[config.mk]
export PLATFORM = sky130hd
export DESIGN_NAME = riscv_muldiv_unit
export DESIGN_NICKNAME = d
export VERILOG_FILES = /design/src/rtl/riscv_muldiv_unit.sv
export SDC_FILE = /design/constraint.sdc
export NUM_CORES = 2
export LEC_CHECK = 0
export CAP_MARGIN = 0
export CORE_ASPECT_RATIO = 2
export CORE_MARGIN = 3
export CORE_UTILIZATION = 55
export DETAILED_ROUTE_END_ITERATION = 6
export HOLD_SLACK_MARGIN = 0.02
export MAX_ROUTING_LAYER = met4
export PLACE_DENSITY = 0.72
export SKIP_CTS_REPAIR_TIMING = 1
export SYNTH_ARGS = -nofsm -noshare
export SYNTH_HDL_FRONTEND = slang
export SYNTH_SLANG_ARGS = --single-unit
[constraint.sdc]
create_clock -name clk -period 16.7 [get_ports clk]
set_clock_uncertainty 0.05 [all_clocks]
set_input_delay 3.34 -clock clk [delete_from_list [all_inputs] [get_ports clk]]
set_output_delay 3.34 -clock clk [all_outputs]
set_load 0.02 [all_outputs]
[src/rtl/riscv_muldiv_unit.sv]
// riscv_muldiv_unit: iterative RV32M/RV64M multiply/divide unit beside the ALU.
// Multiply takes one registered cycle; divide/remainder is radix-2 restoring,
// one quotient bit per cycle. freeze_pipe stalls the pipeline until DONE.
// Ports: clk, rst (async, active-low), start_i, op_i (funct3), a_i, b_i,
//   kill_i (flush/trap abort), freeze_pipe, busy_o, done_o (1-cycle pulse),
//   result_o (held until the next result), div_zero_o (with done_o).
// Optional build macro: RISCV_MULDIV_EARLY_OUT_EN -- divide by zero and signed
//   overflow finish straight from the start cycle (IDLE -> DONE).
module riscv_muldiv_unit #(
    parameter int XLEN = 32
) (
    input  logic            clk,
    input  logic            rst,
    input  logic            start_i,
    input  logic [2:0]      op_i,
    input  logic [XLEN-1:0] a_i,
    input  logic [XLEN-1:0] b_i,
    input  logic            kill_i,
    output logic            freeze_pipe,
    output logic            busy_o,
    output logic            done_o,
    output logic [XLEN-1:0] result_o,
    output logic            div_zero_o
);

    localparam int CNT_W = $clog2(XLEN + 1);
    localparam logic [CNT_W-1:0] CNT_LAST = CNT_W'(XLEN);
    localparam logic [XLEN-1:0] MIN_NEG = {1'b1, {(XLEN-1){1'b0}}};

    typedef enum logic [1:0] {
        S_IDLE,
        S_MUL,
        S_DIV,
        S_DONE
    } state_t;

    state_t state, state_n;

    logic [1:0]      op_q;
    logic [XLEN-1:0] a_q;
    logic [XLEN-1:0] b_q;
    logic [XLEN-1:0] dvd;
    logic [XLEN-1:0] dsr;
    logic [XLEN-1:0] rem;
    logic [CNT_W-1:0] cnt;
    logic            neg_a;
    logic            neg_b;
    logic            dz_q;
    logic            ovf_q;

    // Start-cycle decode
    logic            accept;
    logic            div_sgn;
    logic            a_neg;
    logic            b_neg;
    logic            b_zero;
    logic            ovf;
    logic [XLEN-1:0] a_mag;
    logic [XLEN-1:0] b_mag;

    assign accept  = (state == S_IDLE) & start_i & ~kill_i;
    assign div_sgn = op_i[2] & ~op_i[0];
    assign a_neg   = div_sgn & a_i[XLEN-1];
    assign b_neg   = div_sgn & b_i[XLEN-1];
    assign a_mag   = a_neg ? -a_i : a_i;
    assign b_mag   = b_neg ? -b_i : b_i;
    assign b_zero  = (b_i == '0);
    // Only DIV/REM can overflow: -2^(XLEN-1) / -1
    assign ovf     = div_sgn & (a_i == MIN_NEG) & (b_i == '1);

`ifdef RISCV_MULDIV_EARLY_OUT_EN
    logic            early;
    logic [XLEN-1:0] early_res;

    assign early = op_i[2] & (b_zero | ovf);

    always_comb begin
        early_res = '0;
        if (b_zero) begin
            early_res = op_i[1] ? a_i : '1;
        end else begin
            early_res = op_i[1] ? '0 : a_i;
        end
    end
`endif

    // Multiply: sign-extend to 2*XLEN so one unsigned product
    // covers signed, mixed and unsigned forms.
    logic            mul_sa;
    logic            mul_sb;
    logic [2*XLEN-1:0] prod;
    logic [XLEN-1:0] mul_res;

    assign mul_sa  = (op_q == 2'd1 || op_q == 2'd2) & a_q[XLEN-1];
    assign mul_sb  = (op_q == 2'd1) & b_q[XLEN-1];
    assign prod    = {{XLEN{mul_sa}}, a_q} * {{XLEN{mul_sb}}, b_q};
    assign mul_res = (op_q == 2'd0) ? prod[XLEN-1:0]
                                    : prod[2*XLEN-1:XLEN];

    // One restoring step; quotient bits shift into dvd
    logic [XLEN:0]   shifted;
    logic            ge;
    logic [XLEN-1:0] diff;
    logic [XLEN-1:0] rem_nx;
    logic [XLEN-1:0] dvd_nx;

    assign shifted = {rem, dvd[XLEN-1]};
    assign ge      = shifted >= {1'b0, dsr};
    // When ge holds the true difference is below dsr, so XLEN bits suffice
    assign diff    = shifted[XLEN-1:0] - dsr;
    assign rem_nx  = ge ? diff : shifted[XLEN-1:0];
    assign dvd_nx  = {dvd[XLEN-2:0], ge};

    logic [XLEN-1:0] div_res;

    always_comb begin
        div_res = '0;
        if (dz_q) begin
            div_res = op_q[1] ? a_q : '1;
        end else if (ovf_q) begin
            div_res = op_q[1] ? '0 : a_q;
        end else if (op_q[1]) begin
            div_res = neg_a ? -rem : rem;
        end else begin
            div_res = (neg_a ^ neg_b) ? -dvd : dvd;
        end
    end

    always_ff @(posedge clk or negedge rst) begin
        if (!rst) begin
            state <= S_IDLE;
        end else begin
            state <= state_n;
        end
    end

    always_comb begin
        state_n     = state;
        freeze_pipe = 1'b0;
        busy_o      = (state != S_IDLE);
        done_o      = 1'b0;
        div_zero_o  = 1'b0;
        unique case (state)
            S_IDLE: begin
                freeze_pipe = start_i & ~kill_i;
                if (accept) begin
                    state_n = op_i[2] ? S_DIV : S_MUL;
`ifdef RISCV_MULDIV_EARLY_OUT_EN
                    if (early) begin
                        state_n = S_DONE;
                    end
`endif
                end
            end
            S_MUL: begin
                freeze_pipe = 1'b1;
                state_n     = kill_i ? S_IDLE : S_DONE;
            end
            S_DIV: begin
                freeze_pipe = 1'b1;
                if (kill_i) begin
                    state_n = S_IDLE;
                end else if (cnt == CNT_LAST) begin
                    state_n = S_DONE;
                end
            end
            S_DONE: begin
                done_o     = ~kill_i;
                div_zero_o = dz_q & ~kill_i;
                state_n    = S_IDLE;
            end
            default: begin
                state_n = S_IDLE;
            end
        endcase
    end

    always_ff @(posedge clk or negedge rst) begin
        if (!rst) begin
            op_q     <= '0;
            a_q      <= '0;
            b_q      <= '0;
            dvd      <= '0;
            dsr      <= '0;
            rem      <= '0;
            cnt      <= '0;
            neg_a    <= 1'b0;
            neg_b    <= 1'b0;
            dz_q     <= 1'b0;
            ovf_q    <= 1'b0;
            result_o <= '0;
        end else begin
            if (accept) begin
                op_q  <= op_i[1:0];
                a_q   <= a_i;
                b_q   <= b_i;
                dvd   <= a_mag;
                dsr   <= b_mag;
                rem   <= '0;
                cnt   <= '0;
                neg_a <= a_neg;
                neg_b <= b_neg;
                dz_q  <= op_i[2] & b_zero;
                ovf_q <= ovf;
`ifdef RISCV_MULDIV_EARLY_OUT_EN
                if (early) begin
                    result_o <= early_res;
                end
`endif
            end
            if (state == S_MUL && !kill_i) begin
                result_o <= mul_res;
            end
            if (state == S_DIV && !kill_i) begin
                if (cnt == CNT_LAST) begin
                    result_o <= div_res;
                end else begin
                    rem <= rem_nx;
                    dvd <= dvd_nx;
                    cnt <= cnt + CNT_W'(1);
                end
            end
        end
    end

endmodule

# == Word level (Yosys, flattened, before mapping) ==
# Index checks and enable logic that the tools add are counted.
# word_totals
regBits,206
inputBits,71
out_inout_bits,36
elab_cells,88
# op_classes
add_sub_neg,6
mul,1
n_lt_le_gt_ge,1
eq_ne,10
mux,32
bitwise_logic,15
reduce_logical,10
# op_table
cell,count
$mux W32,20
$neg A32 Y32,4
$eq A32 B32 Y1 const B,2
$mul A33 B33 Y64,1
$ge A33 B32 Y1,1
$logic_not A32 Y1,1
$sub A32 B32 Y32,1
$mux W6,3
$and A1 B1 Y1,12
$mux W2,5
$pmux W2 S4,1
$add A6 B1 Y6 const B,1
$eq A2 B2 Y1 const B,3
$eq A6 B6 Y1 const B,1
$eq A2 B1 Y1 const B,2
$logic_not A2 Y1,2
$ne A3 B3 Y1 const B,1
$logic_and A1 B1 Y1,2
$mux W1,2
$ne A2 B2 Y1 const B,1
$not A1 Y1,2
$pmux W1 S2,1
$reduce_and A2 Y1,1
$reduce_bool A2 Y1,1
other kinds (4),4

# == Depth between registers and ports, before layout ==
# depth
depth_word,8
ltp_mapped,34
depth_no_buf,29

# == Worst setup path after synthesis ==
# Ideal clock, no wire load.
# synth_path
path_kind,reg-to-reg
startpoint,reg op_q[1]
endpoint,reg result_o[29]
setup_time_ns,0.070
arrival_time_ns,8.852
required_time_ns,16.580
path_slack_ns,7.728
path_stages_with_launch,34
n_path_buf,5
period_less_slack_ns,8.972
cell_sequence,dfrtp_1 -> clkbuf_1 -> inv_2 -> clkbuf_1 -> ha_1 -> and2_1 -> clkbuf_1 -> clkbuf_1 -> nand2_1 -> inv_1 -> fa_1 -> inv_1 -> fa_1 -> inv_1 -> fa_1 -> fa_1 -> inv_1 -> fa_1 -> inv_1 -> fa_1 -> inv_1 -> fa_1 -> fa_1 -> inv_1 -> ha_1 -> clkbuf_1 -> nand3_1 -> or2_2 -> nor3_1 -> o21ai_0 -> nand3_1 -> a41oi_1 -> or4_1 -> nand3_1
# synth_between
elab_chain_cells,8
word_cells_on_any_way,16
cone_classes,mul (1); eq/ne (2); mux (9); bitwise (2); reduce/logical (2)
# synth_lines
element,line,rtl
start: declaration,39,logic [1:0] op_q;
start signal: assignment,194,op_q <= op_i[1:0];
$eq A2 B1 Y1 / $eq A2 B2 Y1 (equally long branches),"94, 95",
$logic_or A1 B1 Y1,94,assign mul_sa = (op_q == 2'd1 || op_q == 2'd2) & a_q[XLEN-1];
$and A1 B1 Y1,94,
$mul A33 B33 Y64,96,"assign prod = {{XLEN{mul_sa}}, a_q} * {{XLEN{mul_sb}}, b_q};"
$mux W32,97,assign mul_res = (op_q == 2'd0) ? prod[XLEN-1:0]
$mux W32,211,if (state == S_MUL && !kill_i) begin
$mux W32,215,if (cnt == CNT_LAST) begin
$mux W32 (*),214,if (state == S_DIV && !kill_i) begin
end signal: assignment,212,result_o <= mul_res;
end signal: assignment,216,result_o <= div_res;
end: declaration,22,"output logic [XLEN-1:0] result_o,"
# Every way passes the cells marked *; elsewhere a longest branch is shown, timed or not.
# A chain may end at the register's enable or synchronous reset.

# == Worst setup path after layout ==
# layout_path
startpoint,reg op_q[1]
endpoint,reg result_o[27]
# Same word-level chain as after synthesis.

==> results by group <==
Status
  – Status: finished with violations
  – Failing checks: DRC

Floorplan
  – FP Rows: 159
  – Die Area: 99000 um2
  – Initial Util: 55.6%
  – Core ar.: 94100 um2
  – Ports: 107
  – Die Span X: 224 um
  – Die Height: 442 um

Clocking
  – Clk slew on worst S/H paths: 0.07 ns
  – Clk sink count: 205
  – Clock tree buffer depth: 3
  – CTS buffer count: 21
  – H-tree depth: 1
  – Clock root buffer: clkbuf_16
  – Clock latency on the worst-skew pair: 0.55 ns
  – CTS tree: done

Global route
  – Global-route wire length before repair: 261 mm
  – Remaining Overflow, GRT: 0
  – Largest net degree at the start of global routing: 83
  – Vias in the first global route: 46400
  – Total GRT Usage: 35.7%
  – Antenna violations before repair: 3

Critical path
  – CP max-delay cell: dfrtp_1
  – CP arrival: 11.26 ns
  – RR Startpoint: op_q[1]
  – Crit-path max FO: 28
  – Worst path max stage delay: 0.91 ns
  – Path depth of the worst reg2reg path: 27
  – Critical path start-end classification: reg -> reg
  – Most Frequent Cell on Critical Path: fa_1
  – CP endpoint kind: flip-flop
  – Startpoint Class: flip-flop
  – R2r setup slk: 5.77 ns
  – WP data required: 17.03 ns
  – RR Endpoint: result_o[27]

Cells and area
  – Layout cell share with drive strength beyond 1: 2.93%
  – Layout net count: 7404
  – Fillers: 8481
  – Commonest non-fill, non-tap cell in the layout: inv_1
  – Area growth syn-to-layout: 4.76%
  – Final non-filler cell total: 7176
  – Final Util: 58.2%
  – Leading cell types in the layout, fill and taps excluded: inv_1 (1262), nand2_1 (1161), fa_1 (1126), and2_1 (286), ha_1 (257)

Timing
  – Fin crit share: 65.5%
  – Setup TNS: 0 ns
  – Hold Fails Final Rpt: 0
  – Fin crit period: 10.93 ns
  – RSZ-0062 raised after global routing: false
  – Max Transition Viols Final: 0
  – Fmax: 91.5 MHz
  – Final Setup Violations: 0
  – Least-Margin Pin Slew: 1.22 ns
  – Slew HR: 18.8%

Placement
  – DP Wirelength: 137 mm
  – Final GP Congestion: 1.01
  – Post-placement cell count: 7134
  – PortBufs: 106

Yosys
  – Post-synth cell types: 76
  – Syn nets: 7585
  – Predominant post-synthesis flop cell: dfrtp_1
  – Synth warnings: 0
  – Synthesized netlist cell count: 6131
  – Sequential area share after synthesis: 9.81%
  – Post-synth ARST share: 100%
  – #FFs+latches synth: 205
  – Number of enable flip-flop cells after synthesis: 0
  – Mapped Area: 52300 um2
  – Syn Area/Cell: 8.53 um2

Min path
  – Hold Crit Depth: 2
  – HP Class: reg -> reg
  – Worst min-delay path startpoint: dsr[16]
  – Hold endpoint: dsr[16]

Drt
  – 1st-iter DRT viols: 2553
  – Drt wl/cell: 23.4 um
  – TritonRoute pass-1 iters: 7
  – Residual DRC: 1
  – Final ANT Viol Nets: 0
  – Drt via density: 5.91
  – Total Wirelength: 168 mm
  – DR vias: 42400

Job
  – Max-cap check violation count: 0
-- per-stage QoR --
stage	hold slack, ns	setup WS (ns)	cell area (um2)
after floorplan	0.400	7.73	52300
after global placement	0.411	6.12	54000
after detailed placement	0.414	5.93	54000
after CTS	0.431	5.84	54800
after global routing	0.457	5.00	54800
final	0.430	5.77	54800
-- cell families (layout without fill, tap and decap cells) --
logic type	after synthesis	in the layout	share of synthesized area (%)
AO/OA/AOI/OAI	756	756	8.85
flip-flops	205	205	9.81
AND/OR/NAND/NOR	1931	1931	16.6
buffers and inverters	1640	1474	11.8
adder cells (fa/ha/maj)	1383	1383	49.2
other	0	4	0
XOR/XNOR	188	188	3.17
multiplexers	28	28	0.538
-- critical path: cells and delay by family, from the launching register on --
| kind | cells | cell delay, ns |
|---|---|---|
| adder cells (fa/ha/maj) | 10 | 5.31 |
| AO/OA/AOI/OAI | 6 | 1.95 |
| buffers and inverters | 6 | 1.17 |
| AND/OR/NAND/NOR | 4 | 1.12 |
| flip-flops | 1 | 0.91 |
| multiplexers | 1 | 0.24 |
-- sequential cells by signal (all words and copies together) (netlist names), 2 cells and up --
name,flops
state,2
dsr,31
op_q,2
rem,32
result_o,32
dvd,32
cnt,6
a_q,32
b_q,32
-- cells in the mapped netlist (all sizes together), types with 19 or more instances --
master  number  area share [%]
o211ai      23            0.33
a21oi      210             2.0
a31oi       38            0.45
inv       1263             9.1
ha         257             6.1
o21a        20            0.29
clkbuf     362             2.6
nor3        44            0.42
xnor2      102             1.7
fa        1126              43
a211oi      21            0.30
or3         28            0.35
and3        38            0.45
nand3       72            0.69
dfrtp      205             9.8
o21ai      249             2.4
o31ai       35            0.53
nor2       169             1.2
and2       287             3.4
a21o        38            0.55
mux2i       27            0.52
nand2     1162             8.3
nand4       38            0.45
xor2        85             1.4
nand2b      19            0.23
-- layer usage --
| layer | vias up | GRT usage, % | part of all wire, % |
|---|---|---|---|
| met1 | 21600 | 34.5 | 31 |
| met5 | - | - | 0 |
| met2 | 1789 | 64.7 | 54 |
| met4 | 0 | 27.7 | 10 |
| li1 | 18200 | - | - |
| met3 | 847 | 3.61 | 4.9 |
-- worst max path at each step --
stage,start,end,slack [ns],cells after the start
2_1_floorplan,op_q[1],result_o[29],7.73,33
3_3_place_gp,op_q[1],result_o[26],6.12,29
3_5_place_dp,op_q[1],result_o[30],5.93,29
4_1_cts,op_q[1],result_o[30],5.84,29
5_1_grt,op_q[1],result_o[27],5.00,27
6_report,op_q[1],result_o[27],5.77,27
-- final cells by class --
type	instances	area (um2)	area share (%)
Timing Repair Buffer	173	1570	2.86
Antenna cell	4	10.0	0.0183
Clock inverter	11	179	0.327
Inverter	1263	4740	8.65
Sequential cell	205	5170	9.43
Clock buffer	27	568	1.04
Multi-Input combinational cell	4286	41000	74.9
Tap cell	1207	1510	2.76
Power is not shown: default switching activity piles up to over one toggle a cycle in this logic, so the estimate is an artifact.
